$ cat config.mk
export PLATFORM = sky130hd
export DESIGN_NAME = sram_ctrl
export DESIGN_NICKNAME = d
export VERILOG_FILES = /design/src/rtl/sram_ctrl.sv
export SDC_FILE = /design/constraint.sdc
export NUM_CORES = 1
export LEC_CHECK = 0
export CAP_MARGIN = 10
export CORE_MARGIN = 1
export CORE_UTILIZATION = 46
export DETAILED_ROUTE_END_ITERATION = 10
export GPL_ROUTABILITY_DRIVEN = 0
export PLACE_DENSITY_LB_ADDON = 0.1
export SLEW_MARGIN = 20
export SYNTH_ARGS = -nofsm -noshare
export SYNTH_HDL_FRONTEND = slang
export SYNTH_SLANG_ARGS = --single-unit
$ cat constraint.sdc
create_clock -name i_clk -period 2.6 [get_ports i_clk]
set_input_delay 0.26 -clock i_clk [delete_from_list [all_inputs] [get_ports i_clk]]
set_output_delay 0.26 -clock i_clk [all_outputs]
set_load 0.01 [all_outputs]
$ cat src/rtl/sram_ctrl.sv
// sram_ctrl
// -----------------------------------------------------------------------------
// Handles data-memory requests from the LSU. Each 32-bit load or store becomes
// zero, one or two 16-bit accesses on an external 256Kx16 asynchronous SRAM.
// The LO halfword is accessed first, then the HI halfword. While an access is
// in progress, o_stall keeps the core's PC on hold.
//
// Ports
//   i_clk       rising-edge clock
//   i_rst_n     synchronous active-low reset
//   i_req       request valid; only looked at while idle
//   i_wren      1 = store, 0 = load
//   i_addr      byte address; bits [1:0] are ignored (word aligned)
//   i_bmask     store byte enables; bit n selects byte n of i_wdata
//   i_wdata     store data
//   o_rdata     load data; valid in the o_ack cycle and held until the next load
//   o_ack       one-cycle completion pulse
//   o_stall     core must hold PC/instruction (combinational)
//   SRAM_ADDR   halfword address to the SRAM
//   SRAM_D      write data to the SRAM pins
//   SRAM_Q      read data from the SRAM pins
//   SRAM_CE_N, SRAM_WE_N, SRAM_OE_N, SRAM_LB_N, SRAM_UB_N   active-low strobes
// -----------------------------------------------------------------------------
module sram_ctrl #(
  parameter int WAIT_CYCLES = 1
) (
  input  logic        i_clk,
  input  logic        i_rst_n,
  input  logic        i_req,
  input  logic        i_wren,
  input  logic [18:0] i_addr,
  input  logic [3:0]  i_bmask,
  input  logic [31:0] i_wdata,
  output logic [31:0] o_rdata,
  output logic        o_ack,
  output logic        o_stall,
  output logic [17:0] SRAM_ADDR,
  output logic [15:0] SRAM_D,
  input  logic [15:0] SRAM_Q,
  output logic        SRAM_CE_N,
  output logic        SRAM_WE_N,
  output logic        SRAM_OE_N,
  output logic        SRAM_LB_N,
  output logic        SRAM_UB_N
);

  localparam int CW = (WAIT_CYCLES > 1) ? $clog2(WAIT_CYCLES) : 1;
  localparam logic [CW-1:0] CNT_ZERO = CW'(0);
  localparam logic [CW-1:0] CNT_ONE  = CW'(1);
  localparam logic [CW-1:0] CNT_LAST = CW'(WAIT_CYCLES - 1);

  typedef enum logic [1:0] {
    ST_IDLE = 2'd0,
    ST_LO   = 2'd1,
    ST_HI   = 2'd2,
    ST_DONE = 2'd3
  } state_t;

  state_t         state_r, state_s;
  logic [CW-1:0]  cnt_r, cnt_s;
  logic           wren_r, wren_s;
  logic [16:0]    addr_r, addr_s;
  logic [3:0]     mask_r, mask_s;
  logic [31:0]    wdata_r, wdata_s;
  logic           last_s;

  logic [17:0]    pin_addr_s;
  logic [15:0]    pin_d_s;
  logic           pin_ce_n_s;
  logic           pin_we_n_s;
  logic           pin_oe_n_s;
  logic           pin_lb_n_s;
  logic           pin_ub_n_s;

  // The byte offset is architecturally ignored; folding it here marks it as intentionally unused.
  logic           unused_addr_s;
  assign unused_addr_s = ^i_addr[1:0];

  assign last_s = (cnt_r == CNT_LAST);

  // The core is stalled from the accept cycle through the last phase cycle. DONE
  // releases the stall so that the core advances at the edge that ends DONE.
  assign o_stall = ((state_r == ST_IDLE) && i_req) || (state_r == ST_LO) || (state_r == ST_HI);

  // Next-state logic: request latch, phase sequencing and the per-phase wait counter.
  always_comb begin
    state_s = state_r;
    cnt_s   = cnt_r;
    wren_s  = wren_r;
    addr_s  = addr_r;
    mask_s  = mask_r;
    wdata_s = wdata_r;
    case (state_r)
      ST_IDLE: begin
        cnt_s = CNT_ZERO;
        if (i_req) begin
          wren_s  = i_wren;
          addr_s  = i_addr[18:2];
          mask_s  = i_bmask;
          wdata_s = i_wdata;
          // Loads always read both halves. Stores skip any halfword whose byte enables are all clear.
          if (!i_wren || (|i_bmask[1:0])) begin
            state_s = ST_LO;
          end else if (|i_bmask[3:2]) begin
            state_s = ST_HI;
          end else begin
            state_s = ST_DONE;
          end
        end else begin
          state_s = ST_IDLE;
        end
      end
      ST_LO: begin
        if (last_s) begin
          cnt_s = CNT_ZERO;
          if (!wren_r || (|mask_r[3:2])) begin
            state_s = ST_HI;
          end else begin
            state_s = ST_DONE;
          end
        end else begin
          cnt_s = cnt_r + CNT_ONE;
        end
      end
      ST_HI: begin
        if (last_s) begin
          cnt_s   = CNT_ZERO;
          state_s = ST_DONE;
        end else begin
          cnt_s = cnt_r + CNT_ONE;
        end
      end
      ST_DONE: begin
        state_s = ST_IDLE;
      end
      default: begin
        state_s = ST_IDLE;
        cnt_s   = CNT_ZERO;
      end
    endcase
  end

  // Pin values are decoded from the next state so that the registered pins line up with the phase.
  always_comb begin
    pin_addr_s = 18'h00000;
    pin_d_s    = 16'h0000;
    pin_ce_n_s = 1'b1;
    pin_we_n_s = 1'b1;
    pin_oe_n_s = 1'b1;
    pin_lb_n_s = 1'b1;
    pin_ub_n_s = 1'b1;
    case (state_s)
      ST_LO: begin
        pin_addr_s = {addr_s, 1'b0};
        pin_d_s    = wdata_s[15:0];
        pin_ce_n_s = 1'b0;
        pin_we_n_s = ~wren_s;
        pin_oe_n_s = wren_s;
        pin_lb_n_s = wren_s ? ~mask_s[0] : 1'b0;
        pin_ub_n_s = wren_s ? ~mask_s[1] : 1'b0;
      end
      ST_HI: begin
        pin_addr_s = {addr_s, 1'b1};
        pin_d_s    = wdata_s[31:16];
        pin_ce_n_s = 1'b0;
        pin_we_n_s = ~wren_s;
        pin_oe_n_s = wren_s;
        pin_lb_n_s = wren_s ? ~mask_s[2] : 1'b0;
        pin_ub_n_s = wren_s ? ~mask_s[3] : 1'b0;
      end
      default: begin
        pin_addr_s = 18'h00000;
        pin_d_s    = 16'h0000;
        pin_ce_n_s = 1'b1;
        pin_we_n_s = 1'b1;
        pin_oe_n_s = 1'b1;
        pin_lb_n_s = 1'b1;
        pin_ub_n_s = 1'b1;
      end
    endcase
  end

  // State, latched request, registered pins, ack and load-data capture.
  always_ff @(posedge i_clk) begin
    if (!i_rst_n) begin
      state_r   <= ST_IDLE;
      cnt_r     <= CNT_ZERO;
      wren_r    <= 1'b0;
      addr_r    <= 17'h00000;
      mask_r    <= 4'h0;
      wdata_r   <= 32'h00000000;
      o_rdata   <= 32'h00000000;
      o_ack     <= 1'b0;
      SRAM_ADDR <= 18'h00000;
      SRAM_D    <= 16'h0000;
      SRAM_CE_N <= 1'b1;
      SRAM_WE_N <= 1'b1;
      SRAM_OE_N <= 1'b1;
      SRAM_LB_N <= 1'b1;
      SRAM_UB_N <= 1'b1;
    end else begin
      state_r   <= state_s;
      cnt_r     <= cnt_s;
      wren_r    <= wren_s;
      addr_r    <= addr_s;
      mask_r    <= mask_s;
      wdata_r   <= wdata_s;
      o_ack     <= (state_s == ST_DONE);
      SRAM_ADDR <= pin_addr_s;
      SRAM_D    <= pin_d_s;
      SRAM_CE_N <= pin_ce_n_s;
      SRAM_WE_N <= pin_we_n_s;
      SRAM_OE_N <= pin_oe_n_s;
      SRAM_LB_N <= pin_lb_n_s;
      SRAM_UB_N <= pin_ub_n_s;
      // Sample read data on the final cycle of a load phase, after the SRAM has had the full wait to settle.
      if (!wren_r && last_s && (state_r == ST_LO)) begin
        o_rdata[15:0] <= SRAM_Q;
      end
      if (!wren_r && last_s && (state_r == ST_HI)) begin
        o_rdata[31:16] <= SRAM_Q;
      end
    end
  end

endmodule

==> results of run 1 <==
[sequential cells by signal, summed over array words and instances, names as in the netlist]
register	flops
SRAM_ADDR	18
SRAM_CE_N	1
SRAM_D	16
SRAM_LB_N	1
SRAM_OE_N	1
SRAM_UB_N	1
SRAM_WE_N	1
addr_r	17
mask_r	4
o_ack	1
o_rdata	32
state_r	2
wdata_r	32
wren_r	1
[power breakdown]
group	switching, mW	total (mW)	internal (mW)	leakage [nW]
registers	0.0325	2.10	2.06	1.04
logic	0.246	0.545	0.299	1.21
clock network	0.785	2.24	1.46	0.275
[cell usage in the layout (no fill, tap or decap), types with 2 or more instances in the layout]
master,instances
sky130_fd_sc_hd__nor2_1,18
sky130_fd_sc_hd__a21boi_0,33
sky130_fd_sc_hd__buf_4,6
sky130_fd_sc_hd__inv_1,6
sky130_fd_sc_hd__dfxtp_1,128
sky130_fd_sc_hd__o41ai_1,2
sky130_fd_sc_hd__or2_2,2
sky130_fd_sc_hd__a21oi_1,2
sky130_fd_sc_hd__clkbuf_8,5
sky130_fd_sc_hd__ha_1,7
sky130_fd_sc_hd__nand4_1,2
sky130_fd_sc_hd__nor2b_1,55
sky130_fd_sc_hd__nor3b_1,5
sky130_fd_sc_hd__a21boi_1,3
sky130_fd_sc_hd__clkdlybuf4s50_1,144
sky130_fd_sc_hd__o22ai_1,16
sky130_fd_sc_hd__bufinv_16,2
sky130_fd_sc_hd__nand2b_1,3
sky130_fd_sc_hd__mux2i_1,50
sky130_fd_sc_hd__nand2_1,79
sky130_fd_sc_hd__clkinv_2,2
sky130_fd_sc_hd__clkbuf_16,16
sky130_fd_sc_hd__clkbuf_1,5
[per-stage QoR]
| stage | utilization | hold WS [ns] | area, um^2 |
|---|---|---|---|
| floorplan | - | 0.395 | 4620 |
| global placement | 0.627 | 0.440 | 6100 |
| detailed placement | 0.627 | 0.448 | 6100 |
| CTS | 0.685 | 0.274 | 6670 |
| global route | 0.686 | 0.276 | 6680 |
| finish | 0.686 | 0.285 | 6680 |
[per-layer routing]
metal / GRT usage / up-vias / share of wire
met5: 0 / - / 0
li1: - / 1767 / -
met4: 0.0769 / 0 / 0.012
met2: 0.328 / 93 / 0.48
met1: 0.234 / 1614 / 0.44
met3: 0.0800 / 9 / 0.070
[how the worst max path moves through the flow]
stage / start / end / depth (start not counted)
after floorplan: state_r[0] / SRAM_D[10] / 11
after global placement: i_wren / SRAM_ADDR[17] / 7
after CTS: state_r[0] / o_stall / 5
final: state_r[0] / o_stall / 5
after global routing: state_r[0] / o_stall / 5
after detailed placement: i_wren / SRAM_ADDR[17] / 7
[kinds of logic (layout without fill, tap and decap cells)]
group,Yosys count,count (layout),synth area share
and+or+nand+nor,168,168,0.178
DFF,128,128,0.555
AOI/OAI and AO/OA,61,61,0.0933
muxes,50,50,0.108
buffers and inverters,36,189,0.0466
adders and majority gates,7,7,0.0190
[worst max-delay path, delay by kind of cell (launching register included)]
kind | cells | cell delay [ns]
adder cells (fa/ha/maj) | 1 | 0.25
buffers and inverters | 2 | 0.57
flip-flops | 1 | 0.33
AND/OR/NAND/NOR | 2 | 0.50
[timing repair]
| item | 4_1_cts | 5_1_grt |
|---|---|---|
| hold endpoints to repair | 0 | 0 |
| setup endpoints to repair | 0 | 7 |
| setup buffers | 0 | 0 |
| hold buffers | 0 | 0 |
| resized for setup | 0 | 1 |
[cell type report]
cell class                 count  share of cell area
sequential                   128               0.384
multi-input combinational    286               0.277
timing repair buffer         152               0.226
clock buffer                  26              0.0731
tap                          133              0.0249
clock inverter                 5              0.0116
inverter                       6             0.00337
==> key figures, run 1 <==
Pwr
  – Total power divided by cell area: between 700 and 800 nW/um^2
  – Design Power: 4.88 mW
  – Leakage: 2.53 nW
  – Peak ir drop on the vdd network: between 300 and 400 uV

Clock tree
  – Skew-Pair Late Insertion Delay: 0.50 ns
  – Number of H-tree levels: 4
  – Clock Tree Buf Depth: 2
  – TritonCTS Sinks: approximately 130
  – CTS Root Buffer Type: sky130_fd_sc_hd__clkbuf_8
  – Clock tree from TritonCTS: done
  – Clock-pin slew of the registers on the worst-case setup and hold paths: 0.06 ns
  – Number of buffers added by the clock tree synthesis step: 17

Timing
  – Setup repair after global routing missed its margin: no
  – Final setup TNS: 0 ns
  – Endpoints failing setup: 0
  – Post-Route Skew: ~0.0062 ns
  – Clock period minus final worst setup slack: between 2 and 2.5 ns
  – Worst slew slack as a fraction of its limit: 0.544
  – Count of pins over their slew limit: 0
  – Number of endpoints with negative hold slack in the final report: 0
  – Final critical-path share of the clock period: 0.925
  – Worst-margin pin slew: approximately 0.7 ns
  – Post-route setup slack: 0.194 ns
  – Fmax: around 420 MHz

Logic synthesis
  – Synthesized flop and latch total: 128
  – Warnings, synthesis: 0
  – Top cell type's share of synthesized area: 0.555
  – Cells after Synth: 450
  – Portion of the post-synthesis area used by sequential elements: 0.555
  – Most frequent cell after synthesis: sky130_fd_sc_hd__dfxtp_1
  – List of most frequent post-synthesis cells: sky130_fd_sc_hd__dfxtp_1 (128), sky130_fd_sc_hd__nand2_1 (79), sky130_fd_sc_hd__nor2b_1 (55), sky130_fd_sc_hd__mux2i_1 (50), sky130_fd_sc_hd__a21boi_0 (33)
  – Mean area per synthesized cell: 10.3 um^2
  – Total nets after synthesis: 532
  – Post-Synthesis Cell Area: ~4600 um^2
  – Count of different cell masters after synthesis: 29
  – Biggest area consumer among synthesized cells: sky130_fd_sc_hd__dfxtp_1
  – Top area cells in the synthesized netlist: sky130_fd_sc_hd__dfxtp_1 (56%), sky130_fd_sc_hd__mux2i_1 (11%), sky130_fd_sc_hd__nor2b_1 (7.5%), sky130_fd_sc_hd__nand2_1 (6.4%), sky130_fd_sc_hd__a21boi_0 (5.4%)
  – Count of flip-flops with a built-in enable after synthesis: 0
  – Top_reg_cell synth: sky130_fd_sc_hd__dfxtp_1
  – Share of flip-flops with an asynchronous set or reset after synthesis: 0

Critical path
  – Logic depth of the worst register-to-register path: 10
  – Worst-path maximum fanout: 4
  – Data arrival time of the critical path: about 2.2 ns
  – Classification of the worst setup path: reg2out
  – Highest cell delay on the worst timing path: about 0.50 ns
  – Flop-to-flop setup slack: between 0.3 and 0.4 ns
  – Endpoint of the most critical register-to-register path: SRAM_D[8]
  – Reg-to-Reg Start: state_r[0]
  – Worst Path Required: 2.34 ns
  – Crit-path slowest cell: sky130_fd_sc_hd__clkdlybuf4s50_1
  – Cell-by-cell listing of the critical path: inv_1 > ha_1 > and2_4 > or3_1 > clkdlybuf4s50_1
  – Nature of the critical path startpoint: flop
  – Crit path capture type: output pin

Final layout
  – Storage element area: 2560 um^2
  – Number of nets in the finished design: 673
  – Area of the multi-input gates: between 1500 and 2000 um^2
  – Layout cells sized above 1: 0.0630
  – Diodes inserted: 0
  – Area delta synth->final: 44.6%
  – Layout fillers: 796
  – Post-Layout Cell Count: around 740

Min path
  – Sink of the worst hold path: wdata_r[5]
  – Hold wc startpoint: i_rst_n
  – HP Class: in2reg
  – Hold Path Depth: 2

Die
  – Total Die Area: 10400 um^2
  – Area of the core region: 9730 um^2
  – Core Rows: 36
  – DIE HEIGHT: around 100 um
  – Boundary Pins: 148
  – Die X: 102 um
  – Initial standard-cell utilization of the core: 0.474

Placed design
  – Placed Cells: between 700 and 800
  – Dpl ws: -0.0527 ns
  – Final HPWL from detailed placement: 6600 um
  – PortBufs: 145

Detailed routing
  – Number of vias per cell: about 4.7
  – Wire length reported by the detailed router: 10100 um
  – Initial DRC Count: 82
  – Number of remaining DRC errors: 0
  – Vias: 3483
  – First-pass detailed-route iteration total: 4
  – Wire per inst: between 10 and 15 um
  – Post-detailed-route count of antenna-violating nets: 0

Status
  – Result of the run: finished clean

GRT
  – Total global routing track utilization: 0.200
  – Vias in the first global route: 3306
  – Number of antenna violations at the first check in global routing: 0
  – Global route total overflow: 0
  – Global-route wire length before repair: approximately 16000 um
  – Pin count of the biggest net entering global routing: 58

Job
  – Max-capacitance violation count: 0
(Power assumes the default switching activity.)
==> run 2: changes to the inputs <==
--- a/config.mk
+++ b/config.mk
@@ -11,7 +11,7 @@
 export DETAILED_ROUTE_END_ITERATION = 10
 export GPL_ROUTABILITY_DRIVEN = 0
 export PLACE_DENSITY_LB_ADDON = 0.1
-export SLEW_MARGIN = 20
+export SLEW_MARGIN = 40
 export SYNTH_ARGS = -nofsm -noshare
 export SYNTH_HDL_FRONTEND = slang
 export SYNTH_SLANG_ARGS = --single-unit
==> results of run 2 <==
Final layout, timing and power as in run 1 (identical DEF).
